[config.mk]
export PLATFORM = sky130hd
export DESIGN_NAME = ula_multicycle_ctrl
export DESIGN_NICKNAME = d
export VERILOG_FILES = /design/src/rtl/ula_multicycle_ctrl_pkg.sv /design/src/rtl/ula_multicycle_ctrl_funct_decoder.sv /design/src/rtl/ula_multicycle_ctrl.sv
export SDC_FILE = /design/constraint.sdc
export NUM_CORES = 1
export LEC_CHECK = 0
export CAP_MARGIN = 10
export CORE_MARGIN = 4
export CORE_UTILIZATION = 40
export CTS_BUF_LIST = sky130_fd_sc_hd__clkbuf_2
export DETAILED_ROUTE_END_ITERATION = 8
export GPL_ROUTABILITY_DRIVEN = 0
export PLACE_DENSITY = 0.91
export SYNTH_ARGS = -nofsm -noshare
export SYNTH_HDL_FRONTEND = slang
export SYNTH_SLANG_ARGS = --single-unit
[constraint.sdc]
create_clock -name clk -period 2.25 [get_ports clk]
set_input_delay 0.45 -clock clk [delete_from_list [all_inputs] [get_ports clk]]
set_output_delay 0.45 -clock clk [all_outputs]
set_load 0.005 [all_outputs]
[src/rtl/ula_multicycle_ctrl_pkg.sv]
// Shared encodings for the multicycle ULA controller: FSM states, instruction
// fields and the 3-bit ULAControl codes also consumed by the ULA itself.
package ula_multicycle_ctrl_pkg;

  typedef enum logic [3:0] {
    S_FETCH    = 4'd0,
    S_DECODE   = 4'd1,
    S_MEMADR   = 4'd2,
    S_MEMRD    = 4'd3,
    S_MEMWB    = 4'd4,
    S_MEMWR    = 4'd5,
    S_EXECUTE  = 4'd6,
    S_ALUWB    = 4'd7,
    S_BRANCH   = 4'd8,
    S_ADDIEXEC = 4'd9,
    S_ADDIWB   = 4'd10,
    S_JUMP     = 4'd11
  } state_t;

  typedef enum logic [1:0] {
    ALUOP_ADD   = 2'b00,
    ALUOP_SUB   = 2'b01,
    ALUOP_FUNCT = 2'b10
  } alu_op_t;

  localparam logic [5:0] OP_RTYPE = 6'b000000;
  localparam logic [5:0] OP_J     = 6'b000010;
  localparam logic [5:0] OP_BEQ   = 6'b000100;
  localparam logic [5:0] OP_ADDI  = 6'b001000;
  localparam logic [5:0] OP_LW    = 6'b100011;
  localparam logic [5:0] OP_SW    = 6'b101011;

  localparam logic [5:0] FN_ADD = 6'b100000;
  localparam logic [5:0] FN_SUB = 6'b100010;
  localparam logic [5:0] FN_AND = 6'b100100;
  localparam logic [5:0] FN_OR  = 6'b100101;
  localparam logic [5:0] FN_SLT = 6'b101010;

  localparam logic [2:0] ULA_AND = 3'b000;
  localparam logic [2:0] ULA_OR  = 3'b001;
  localparam logic [2:0] ULA_ADD = 3'b010;
  localparam logic [2:0] ULA_SUB = 3'b110;
  localparam logic [2:0] ULA_SLT = 3'b111;

endpackage

[src/rtl/ula_multicycle_ctrl_funct_decoder.sv]
// Combinational ULA operation decoder: forced add/sub, or the R-type funct
// field mapped to a ULAControl code with an unsupported-funct flag.
module ula_funct_decoder
  import ula_multicycle_ctrl_pkg::*;
(
  input  logic [1:0] ALUOp,
  input  logic [5:0] Funct,
  output logic [2:0] ULAControl,
  output logic       FunctIllegal
);

  always_comb begin
    // NOTE: every output gets a default first so no path leaves it unassigned (no latch).
    ULAControl   = ULA_ADD;
    FunctIllegal = 1'b0;
    case (ALUOp)
      ALUOP_ADD: ULAControl = ULA_ADD;
      ALUOP_SUB: ULAControl = ULA_SUB;
      ALUOP_FUNCT: begin
        case (Funct)
          FN_ADD:  ULAControl = ULA_ADD;
          FN_SUB:  ULAControl = ULA_SUB;
          FN_AND:  ULAControl = ULA_AND;
          FN_OR:   ULAControl = ULA_OR;
          FN_SLT:  ULAControl = ULA_SLT;
          default: FunctIllegal = 1'b1;
        endcase
      end
      default: ULAControl = ULA_ADD;
    endcase
  end

endmodule

[src/rtl/ula_multicycle_ctrl.sv]
// Multicycle control unit: sequences fetch/decode/execute/memory/writeback and
// drives the datapath selects, enables and ULAControl for the 8-bit ULA.
module ula_multicycle_ctrl
  import ula_multicycle_ctrl_pkg::*;
#(
  parameter int         OPW         = 6,
  parameter logic [3:0] RESET_STATE = 4'd0
) (
  input  logic           clk,
  input  logic           reset,
  input  logic [OPW-1:0] Opcode,
  input  logic [OPW-1:0] Funct,
  input  logic           FlagZ,
  output logic           IorD,
  output logic           MemWrite,
  output logic           IRWrite,
  output logic           RegDst,
  output logic           MemtoReg,
  output logic           RegWrite,
  output logic           ULASrcA,
  output logic [1:0]     ULASrcB,
  output logic [2:0]     ULAControl,
  output logic [1:0]     PCSrc,
  output logic           PCEn,
  output logic           Illegal
);

  state_t     r_state;
  logic [1:0] w_alu_op;
  logic [2:0] w_dec_ctrl;
  logic       w_funct_illegal;
  logic       w_op_illegal;
  logic       w_mem_write, w_ir_write, w_reg_write, w_illegal;
  logic       w_pc_write, w_branch, w_ula_active;

  always_comb begin
    case (Opcode)
      OP_LW, OP_SW, OP_RTYPE, OP_BEQ, OP_ADDI, OP_J: w_op_illegal = 1'b0;
      default:                                       w_op_illegal = 1'b1;
    endcase
  end

  always_comb begin
    case (r_state)
      S_EXECUTE: w_alu_op = ALUOP_FUNCT;
      S_BRANCH:  w_alu_op = ALUOP_SUB;
      default:   w_alu_op = ALUOP_ADD;
    endcase
  end

  ula_funct_decoder u_funct_decoder (
    .ALUOp        (w_alu_op),
    .Funct        (Funct),
    .ULAControl   (w_dec_ctrl),
    .FunctIllegal (w_funct_illegal)
  );

  always_ff @(posedge clk or posedge reset) begin
    // NOTE: state is updated with non-blocking assignments so every reader sees the pre-edge value.
    if (reset) begin
      r_state <= state_t'(RESET_STATE);
    end else begin
      case (r_state)
        S_FETCH: r_state <= S_DECODE;
        S_DECODE: begin
          case (Opcode)
            OP_LW, OP_SW: r_state <= S_MEMADR;
            OP_RTYPE:     r_state <= S_EXECUTE;
            OP_BEQ:       r_state <= S_BRANCH;
            OP_ADDI:      r_state <= S_ADDIEXEC;
            OP_J:         r_state <= S_JUMP;
            default:      r_state <= S_FETCH;
          endcase
        end
        S_MEMADR:   r_state <= (Opcode == OP_LW) ? S_MEMRD : S_MEMWR;
        S_MEMRD:    r_state <= S_MEMWB;
        S_EXECUTE:  r_state <= w_funct_illegal ? S_FETCH : S_ALUWB;
        S_ADDIEXEC: r_state <= S_ADDIWB;
        default:    r_state <= S_FETCH;
      endcase
    end
  end

  // Moore decode of the current state; FlagZ only matters through w_branch.
  always_comb begin
    IorD         = 1'b0;
    w_mem_write  = 1'b0;
    w_ir_write   = 1'b0;
    RegDst       = 1'b0;
    MemtoReg     = 1'b0;
    w_reg_write  = 1'b0;
    ULASrcA      = 1'b0;
    ULASrcB      = 2'b00;
    PCSrc        = 2'b00;
    w_pc_write   = 1'b0;
    w_branch     = 1'b0;
    w_ula_active = 1'b0;
    w_illegal    = 1'b0;
    case (r_state)
      S_FETCH: begin
        w_ir_write = 1'b1; ULASrcB = 2'b01; w_ula_active = 1'b1; w_pc_write = 1'b1;
      end
      S_DECODE: begin
        ULASrcB = 2'b11; w_ula_active = 1'b1; w_illegal = w_op_illegal;
      end
      S_MEMADR:   begin ULASrcA = 1'b1; ULASrcB = 2'b10; w_ula_active = 1'b1; end
      S_MEMRD:    IorD = 1'b1;
      S_MEMWB:    begin w_reg_write = 1'b1; MemtoReg = 1'b1; end
      S_MEMWR:    begin IorD = 1'b1; w_mem_write = 1'b1; end
      S_EXECUTE:  begin ULASrcA = 1'b1; w_ula_active = 1'b1; w_illegal = w_funct_illegal; end
      S_ALUWB:    begin w_reg_write = 1'b1; RegDst = 1'b1; end
      S_BRANCH:   begin ULASrcA = 1'b1; w_ula_active = 1'b1; PCSrc = 2'b01; w_branch = 1'b1; end
      S_ADDIEXEC: begin ULASrcA = 1'b1; ULASrcB = 2'b10; w_ula_active = 1'b1; end
      S_ADDIWB:   w_reg_write = 1'b1;
      S_JUMP:     begin PCSrc = 2'b10; w_pc_write = 1'b1; end
      default: ;
    endcase
  end

  assign ULAControl = w_ula_active ? w_dec_ctrl : ULA_AND;

  // Write enables are held off for the whole reset pulse, independent of the clock.
  assign MemWrite = w_mem_write & ~reset;
  assign IRWrite  = w_ir_write  & ~reset;
  assign RegWrite = w_reg_write & ~reset;
  assign Illegal  = w_illegal   & ~reset;
  assign PCEn     = (w_pc_write | (w_branch & FlagZ)) & ~reset;

endmodule

==> out/qor.csv <==
stage,metric,value,unit
worst_setup_path,cp_num_buf_inv,3,
floorplan,die_area,2130,um^2
timing,max-slew-margin-rel,72.4,%
placement,hpwl,1.81,mm
final_layout,drive_above_1_share,47.6,%
grt,antenna_found_initial,0,
logic_synthesis,syn_area_per_cell,7.27,um^2
run_status,outcome,finished with violations,
pwr,finalPower,0.775,mW
final_layout,fin_area,1290,um^2
hold_path,min_path_type,in2async,
floorplan,die_w,46.1,um
final_layout,area_delta_synth_final,122,%
flow_run,cap_violations,0,
floorplan,core-area,1330,um^2
clocking,cts_inserted_buffers,3,
logic_synthesis,netlist_top_cells_area,"dfrtp_1 (17%), nor2_1 (6.5%), nor3_1 (5.2%)",
final_layout,mostFrequentLayoutCell,buf_4,
logic_synthesis,syn_area,582,um^2
timing,skew,0.0391,ns
pwr,leakage,0.587,nW
pwr,power_frac_clock,11.1,%
placement,dpl_cell_area,1090,um^2
clocking,clkTransAtPathRegs,0.09,ns
logic_synthesis,syn_inst,80,
grt,track_usage,29.7,%
logic_synthesis,yosys.area.top_type_share,17.2,%
route,drc,0,
route,wl_per_cell,25.9,um
logic_synthesis,seq_area_frac_synth,17.2,%
logic_synthesis,ys_warn_count,0,
worst_setup_path,cp_slowest_cell,dfrtp_1,
timing,fin_ws,-0.202,ns
final_layout,diodes,0,
pwr,ir_drop,0.720,mV
placement,portBuffers,30,
timing,finalSetupViolations,6,
logic_synthesis,yosysUniqueCellTypes,39,
worst_setup_path,cp-startpoint,r_state[2],
clocking,h-tree-depth,1,
clocking,clock_latency,0.27,ns
run_status,failed_checks,setup timing,
final_layout,final_cell_mix,"buf_4 (33), clkdlybuf4s50_1 (15), nor2_1 (8), dlygate4sd2_1 (8), inv_1 (7)",
final_layout,largest_register,r_state,
pwr,combPwrFrac,75.1,%
worst_setup_path,cp.arrival,2.00,ns
route,routed_wl,4.14,mm
route,drt-initial-drc-count,88,
final_layout,largest_reg_flops,4,
worst_setup_path,cp-end-kind,primary output,
pwr,netSwitchingFraction,46.6,%
clocking,root_buffer,clkbuf_2,
worst_setup_path,crit_path_cell_trace,buf_6 > nand2b_4 > nor3b_4 > buf_4 > ha_4 > a211oi_2 > nor2_1 > buf_2,
floorplan,io_pins,31,
worst_setup_path,critPathMaxStageDelay,0.40,ns
timing,tightest_slew,0.410,ns
worst_setup_path,r2r_slack,0.53,ns
final_layout,largestRegisters,r_state (4),
timing,finalHoldViolations,0,
floorplan,rows,13,
worst_setup_path,worstSetupEndpoint,ULAControl[1],
grt,grt_pass1_wl,4.37,mm
timing,fmaxAchievable,408,MHz
route,vias,1107,
pwr,p_per_area,601,nW/um^2
route,antenna_left,0,
logic_synthesis,synthesis.nets,97,
grt,grt_max_degree,9,
timing,maxSlewViolCount,0,
timing,timing.final.crit_share,109,%
worst_setup_path,ff2ff_path_depth,5,
pwr,cellInternalPower,0.413,mW
worst_setup_path,critical-path-top-delay-family,buffers and inverters,
clocking,clock_sinks,4,
pwr,pwr-share-seq,13.8,%
final_layout,fin_nets,164,
clocking,cts_buffer_depth,2,
grt,overflow,0,
floorplan,die_height,46.1,um
timing,rsz0062_at_grt,true,
clocking,cts_tree,yes,
timing,final.min_clock_period,2.45,ns
worst_setup_path,r2r_start,r_state[0],
worst_setup_path,cp.depth,8,
pwr,p_sw,0.361,mW
worst_setup_path,startpoint_type,register,
worst_setup_path,worstReg2RegEnd,r_state[2],
worst_setup_path,critPathMaxFanout,6,
route,viasPerCell,6.92,
worst_setup_path,critPathRequiredTime,1.80,ns
grt,grt_pass1_vias,969,
floorplan,start_util,43.6,%
logic_synthesis,synth-seq-cells,4,
route,dr.pass1.iters,5,
logic_synthesis,synth_top_cell_by_area,dfrtp_1,
worst_setup_path,path_class,reg2out,
clocking,cts_hold_buf,0,
## power by group through the flow
| stage | sequential (mW) | clock, mW | combinational [mW] |
|---|---|---|---|
| global placement | 0.104 | 0 | 0.435 |
| floorplan | 0.102 | 0 | 0.184 |
| finish | 0.107 | 0.0863 | 0.582 |
| detailed placement | 0.105 | 0 | 0.455 |
| CTS | 0.102 | 0.0777 | 0.489 |
| global route | 0.106 | 0.0922 | 0.618 |
## cells in the mapped netlist (all sizes together)
cell type	instances
and3	1
a32oi	2
nor2b	2
or2	1
nor3	6
or4b	1
o21bai	1
a221oi	1
maj3	1
a22oi	1
a21oi	5
nor4	3
a2bb2oi	1
nand3	3
o211ai	2
dfrtp	4
mux2i	1
xnor2	1
o21a	1
or3b	1
inv	7
nor4b	1
nor2	10
a21bo	1
xor2	1
buf	3
o21ai	3
nor3b	3
ha	2
a211oi	1
o221ai	1
nand2	3
or3	2
nand2b	3
## worst register-to-register path, stage by stage (launching register included)
cell and delay, ns:
dfrtp_2 0.40, buf_4 0.16, buf_4 0.15, or4b_1 0.57, a32oi_1 0.25, o21ai_1 0.11
## stage by stage
stage / std cells / hold WS (ns) / util, % / worst slack (ns) / setup TNS [ns]
floorplan: 80 / 0.216 / - / 0.0399 / 0
global placement: 149 / 0.577 / 81.4 / -0.347 / -1.24
detailed placement: 149 / 0.610 / 81.4 / -0.453 / -1.82
CTS: 156 / 0.637 / 89.4 / 0.00608 / 0
global route: 160 / 0.665 / 96.6 / -0.228 / -0.844
finish: 160 / 0.653 / 96.6 / -0.202 / -0.497
## timing repair
item	in CTS	in global routing
gates cloned	0	0
buffers inserted	4	5
pin swaps	6	6
setup endpoints to repair	9	9
resized for setup	42	15
## cell families after synthesis
| family | synth area share (%) |
|---|---|
| AND/OR/NAND/NOR | 40.6 |
| multiplexers | 1.72 |
| XOR/XNOR | 3.01 |
| flip-flops | 17.2 |
| buffers and inverters | 7.53 |
| adder cells (fa/ha/maj) | 6.02 |
| AO/OA/AOI/OAI | 23.9 |
## metal layers
layer / global-route usage, % / share of wire (%) / vias to the layer above
met4: 22.7 / 9.1 / 0
met2: 48.9 / 44 / 141
li1: - / - / 426
met5: 0 / 0 / -
met3: 9.38 / 14 / 54
met1: 30.8 / 32 / 486
## area by class of cell
| cell class | count | area [um^2] |
|---|---|---|
| clock buffer | 3 | 15.0 |
| tap | 15 | 18.8 |
| fill | 25 | 45.0 |
| timing repair buffer | 65 | 548 |
| multi-input combinational | 66 | 577 |
| sequential | 4 | 104 |
| inverter | 7 | 26.3 |
## worst min path at each step
stage | slack (ns) | endpoint | depth (start not counted)
detailed placement | 0.61 | r_state[3] | 2
CTS | 0.64 | r_state[1] | 3
finish | 0.65 | r_state[2] | 3
floorplan | 0.22 | r_state[0] | 1
global placement | 0.58 | r_state[3] | 2
global route | 0.66 | r_state[2] | 3
Power figures use the tool's default switching activity.
==> edit 1: new RTL, config.mk and constraints unchanged <==
Put a register stage on the outputs `MemWrite`, `IRWrite`, `RegWrite`, `PCEn` and `Illegal`, cleared by the reset. The values now appear one clock later. The other outputs are not delayed to match.
--- a/src/rtl/ula_multicycle_ctrl.sv
+++ b/src/rtl/ula_multicycle_ctrl.sv
@@ -122,7 +122,17 @@
   // Write enables are held off for the whole reset pulse, independent of the clock.
-  assign MemWrite = w_mem_write & ~reset;
-  assign IRWrite  = w_ir_write  & ~reset;
-  assign RegWrite = w_reg_write & ~reset;
-  assign Illegal  = w_illegal   & ~reset;
-  assign PCEn     = (w_pc_write | (w_branch & FlagZ)) & ~reset;
+  always_ff @(posedge clk or posedge reset) begin
+    if (reset) begin
+      MemWrite <= '0;
+      IRWrite  <= '0;
+      RegWrite <= '0;
+      PCEn     <= '0;
+      Illegal  <= '0;
+    end else begin
+      MemWrite <= w_mem_write & ~reset;
+      IRWrite  <= w_ir_write  & ~reset;
+      RegWrite <= w_reg_write & ~reset;
+      PCEn     <= (w_pc_write | (w_branch & FlagZ)) & ~reset;
+      Illegal  <= w_illegal   & ~reset;
+    end
+  end
 
Function: changed (Yosys sat finds a counterexample within 4 cycles, from zero or initial values and one cycle with reset high).
==> edit 1 against the unedited design <==
- the flow still finishes with violations (negative setup slack)
- hold slack better by 0.00052 ns
- via count is 17% lower
- routed wire length is 36% lower
- count of clock-buffer cells in the layout is 1 higher
- die area is 23% higher
- power is 0.60% higher
- design area is 3.7% higher
- highest routed layer unchanged
- worst setup slack better by 0.18 ns
- sequential cell count is 5 higher
- critical path depth stayed put
- critical endpoint unchanged
- area after synthesis is 28% higher
- maximum frequency is 8.1% higher
==> edit 1: results (changes against the unedited design) <==
Setup path
  – R2R cell count: 6 (+1)
  – FF-to-FF End: Illegal$_DFF_PP0_
  – Critical R2R Launch: r_state[1]$_DFF_PP0_
  – Cell family with most CP delay: simple AND/OR/NAND/NOR gates
  – WP data arrival: 1.82 ns (-0.18 ns)
  – Flop2flop setup slack: 0.69 ns (+0.16 ns)

Final layout
  – Non-clk bufs: 54 (-17%)
  – Multi-input gate area: 564 µm² (-2.2%)
  – Clk cell area share: 0.0150 (+0.00333)
  – Seq/total area: 0.169 (+0.0889)
  – Largest register FFs: 4 (unchanged)
  – Core Util, Final: 0.766 (-0.201)
  – Register Area: 226 µm² (+120%)
  – Clock Buffer Count: 4 (+1)
  – Final #Nets: 160 (-2.4%)
  – Inverters: 4 (-3)
  – Share of layout cells above drive strength 1: 0.366 (-0.110)
  – Fillers: 124 (+400%)
  – NonClk Buf Share: 0.357 (-0.0685)
  – Comb_multi_in: 71 (+7.6%)

Route
  – DR vias/cell: 5.49 (-21%)
  – Detailed-router iteration count before antenna repair: 6 (+1)
  – Routed Antenna Nets: 0 (unchanged)
  – Starting DRC count in detailed routing: 31 (-65%)
  – WL/cell: 15.8 µm (-39%)
  – WL final: 2650 µm (-36%)

Global route
  – Tot GR Track Use: 0.199 (-0.0976)
  – Vias in the first global route: 853 (-12%)
  – Initial antenna violation count: 0 (unchanged)
  – Largest net degree at the start of global routing: 11 (+2)
  – GR Util met1: 0.203 (-0.105)
  – Met2 Track Usage GR: 0.352 (-0.137)

Outcome
  – Failing checks: negative setup slack
  – Run status: complete, but fails checks

Logic synthesis
  – Post-synth top cells: 13 x nor2_1, 9 x dfrtp_1, 6 x nor3_1
  – Seq/Total Area, Yosys: 0.302 (+0.129)
  – Area contributors post-synth: dfrtp_1 30%, nor2_1 6.5%, nor3_1 4.0%
  – Mapped Nets: 105 (+8.2%)
  – Syn_area_per_cell: 8.49 µm² (+17%)
  – Number of library cell types mapped by synthesis: 42 (+7.7%)

Pwr
  – Leakage: 0.606 nW (+3.1%)
  – Psw: 0.292 mW (-19%)
  – P_comb: 0.463 mW (-20%)
  – VDD IR max: 0.323 mV (-55%)
  – Combinational share of power: 0.594 (-0.157)
  – Sequential share of power: 0.274 (+0.136)

STA
  – Endpoints failing setup: 2 (-4)
  – Hold WS: 0.653 ns (+0.000516 ns)
  – Slew headroom: 0.685 (-0.0396)
  – Setup WS post-layout: -0.0189 ns (+0.183 ns)
  – Final Skew: 0.00288 ns (-0.0362 ns)

Placed design
  – Dpl cell area: 1170 µm² (+7.6%)
  – HPWL after detailed placement: 1800 µm (-0.59%)
  – Post-place setup slack: -0.681 ns (-0.228 ns)

Clocking
  – Worst skew pair latency: 0.25 ns (-0.02 ns)
  – Clock Sinks: 9 (+5)

Min path
  – Hold WC Path Type: input pin to asynchronous set/reset pin
==> edit 1: changes by cell type after synthesis, sizes merged, moves of 2 or more <==
cell / before / now
o31ai: 0 / 3
or3: 2 / 0
nor2b: 2 / 4
dfrtp: 4 / 9
inv: 7 / 4
a21oi: 5 / 3
nor2: 10 / 14
nor3b: 3 / 1
a32oi: 2 / 0
==> edit 1: cell families (layout without fill, tap and decap cells) <==
group,count (synthesis),count (layout),share of synthesized area
AOI/OAI and AO/OA,20,20,0.194
buffers and inverters,8,62,0.0603
and+or+nand+nor,45,45,0.360
xor gates and xnor gates,3,3,0.0352
adders and majority gates,2,2,0.0335
DFF,9,9,0.302
muxes,1,1,0.0151
==> edit 1: per-layer routing <==
metal	vias to the layer above	routed length [µm]
met5	-	0
met4	0	132
met3	18	230
met2	50	1360
met1	421	918
li1	428	-
==> edit 1: repair_timing <==
action,CTS,global route
buffers inserted,7,3
gates resized for setup,30,14
endpoints found under the setup margin,5,7
pin swaps,6,7
cloned,0,0
==> edit 2: new RTL, same settings <==
Without the edit above. Add an input register stage for `Opcode`, `Funct` and `FlagZ`; this delays them by one clock.
--- a/src/rtl/ula_multicycle_ctrl.sv
+++ b/src/rtl/ula_multicycle_ctrl.sv
@@ -27,2 +27,12 @@
 
+  logic [OPW-1:0] Opcode_q;
+  logic [OPW-1:0] Funct_q;
+  logic FlagZ_q;
+
+  always_ff @(posedge clk) begin
+    Opcode_q <= Opcode;
+    Funct_q  <= Funct;
+    FlagZ_q  <= FlagZ;
+  end
+
   state_t     r_state;
@@ -36,3 +46,3 @@
   always_comb begin
-    case (Opcode)
+    case (Opcode_q)
       OP_LW, OP_SW, OP_RTYPE, OP_BEQ, OP_ADDI, OP_J: w_op_illegal = 1'b0;
@@ -52,3 +62,3 @@
     .ALUOp        (w_alu_op),
-    .Funct        (Funct),
+    .Funct        (Funct_q),
     .ULAControl   (w_dec_ctrl),
@@ -65,3 +75,3 @@
         S_DECODE: begin
-          case (Opcode)
+          case (Opcode_q)
             OP_LW, OP_SW: r_state <= S_MEMADR;
@@ -74,3 +84,3 @@
         end
-        S_MEMADR:   r_state <= (Opcode == OP_LW) ? S_MEMRD : S_MEMWR;
+        S_MEMADR:   r_state <= (Opcode_q == OP_LW) ? S_MEMRD : S_MEMWR;
         S_MEMRD:    r_state <= S_MEMWB;
@@ -126,3 +136,3 @@
   assign Illegal  = w_illegal   & ~reset;
-  assign PCEn     = (w_pc_write | (w_branch & FlagZ)) & ~reset;
+  assign PCEn     = (w_pc_write | (w_branch & FlagZ_q)) & ~reset;
 
Behaviour: not the same (a bounded check fails within 4 cycles, from zero or initial values and one cycle with reset high).
==> edit 2 against the unedited design <==
- area after synthesis up 48%
- critical endpoint is now ULAControl[0]
- clock power up 53%
- routed wire length down 39%
- worst setup slack better by 0.11 ns
- synthesized cell count up 23%
- the run still ends with negative setup slack left
- first-iteration DRC count down 80%
- global-route usage down 11 points
- power up 24%
- sequential cell count up 13
- critical path depth down 2
- clock skew down 0.034 ns
- hold slack worse by 0.078 ns
- design area up 11%
==> edit 2: results (changes against the unedited design) <==
Pwr
  – VDD IR max: 0.462 mV (-36%)
  – Leakage: 0.580 nW (-1.3%)

Final layout
  – Clk cell area share: 0.0140 (+0.00237)
  – Share of layout cells above drive strength 1: 0.326 (-0.149)
  – Area Growth Syn to Fin: 65.6%
  – Sequential cell count: 17 (+13)
  – NonClk Buf Share: 0.299 (-0.126)
  – Inverters: 5 (-2)
  – Biggest regs: Funct_q x6, Opcode_q x6, r_state x4
  – Final Non-Filler Cells: 171 (+6.9%)
  – Final #Nets: 162 (-1.2%)

Logic synthesis
  – Compound-Gate Fraction of Synth Area: 0.173 (-0.0660)
  – Xor and xnor area share after synthesis: 0.0203 (-0.00979)
  – Seq/Total Area, Yosys: 0.418 (+0.246)
  – Area contributors post-synth: dfxtp_1 30%, dfrtp_1 12%, nor3_1 6.4%
  – Multiplexer area fraction after synthesis: 0.0116 (-0.00559)

STA
  – Hold WS: 0.575 ns (-0.0777 ns)
  – Setup WS post-layout: -0.0914 ns (+0.110 ns)
  – Endpoints failing setup: 3 (-3)

Setup path
  – R2R cell count: 7 (+2)
  – CP Launch Point: r_state[0]$_DFF_PP0_
  – WP data arrival: 1.89 ns (-0.11 ns)
  – Critical R2R Launch: r_state[2]$_DFF_PP0_
  – CP endpoint: ULAControl[0]

Outcome
  – Run status: complete, but fails checks
  – Failing checks: negative setup slack

Placed design
  – Placed Cells: 166 (+11%)

Route
  – WL/cell: 14.8 µm (-43%)
  – Detailed-router iteration count before antenna repair: 4 (-1)
  – Via count: 904 (-18%)

Clocking
  – Worst skew pair latency: 0.29 ns (+0.02 ns)

Global route
  – Vias in the first global route: 870 (-10%)

Min path
  – Hold WC Path Type: input pin to register
## edit 2: layer usage
layer	track usage	wire length [µm]	vias to the layer above
met5	0	0	-
met4	0.0539	80	0
met3	0.0300	126	8
met2	0.367	1400	27
met1	0.198	920	424
li1	-	-	445
## edit 2: what timing repair did
action,in CTS,in global routing
pin swaps,1,2
resized for setup,27,27
hold buffers,0,0
endpoints found under the setup margin,11,10
buffers inserted,0,1
## edit 2: worst max-delay path, cell delays in order (launching register included)
cell      delay [ns]
dfrtp_1         0.43
nand2b_4        0.17
buf_6           0.13
or2_1           0.22
o21a_1          0.15
nor4_2          0.32
buf_2           0.18
## edit 2: power groups by stage
stage,clock network (mW),logic [mW],registers [mW]
3_3_place_gp,0,0.386,0.355
6_report,0.132,0.466,0.359
5_1_grt,0.153,0.506,0.362
4_1_cts,0.137,0.401,0.352
2_1_floorplan,0,0.186,0.356
3_5_place_dp,0,0.401,0.357
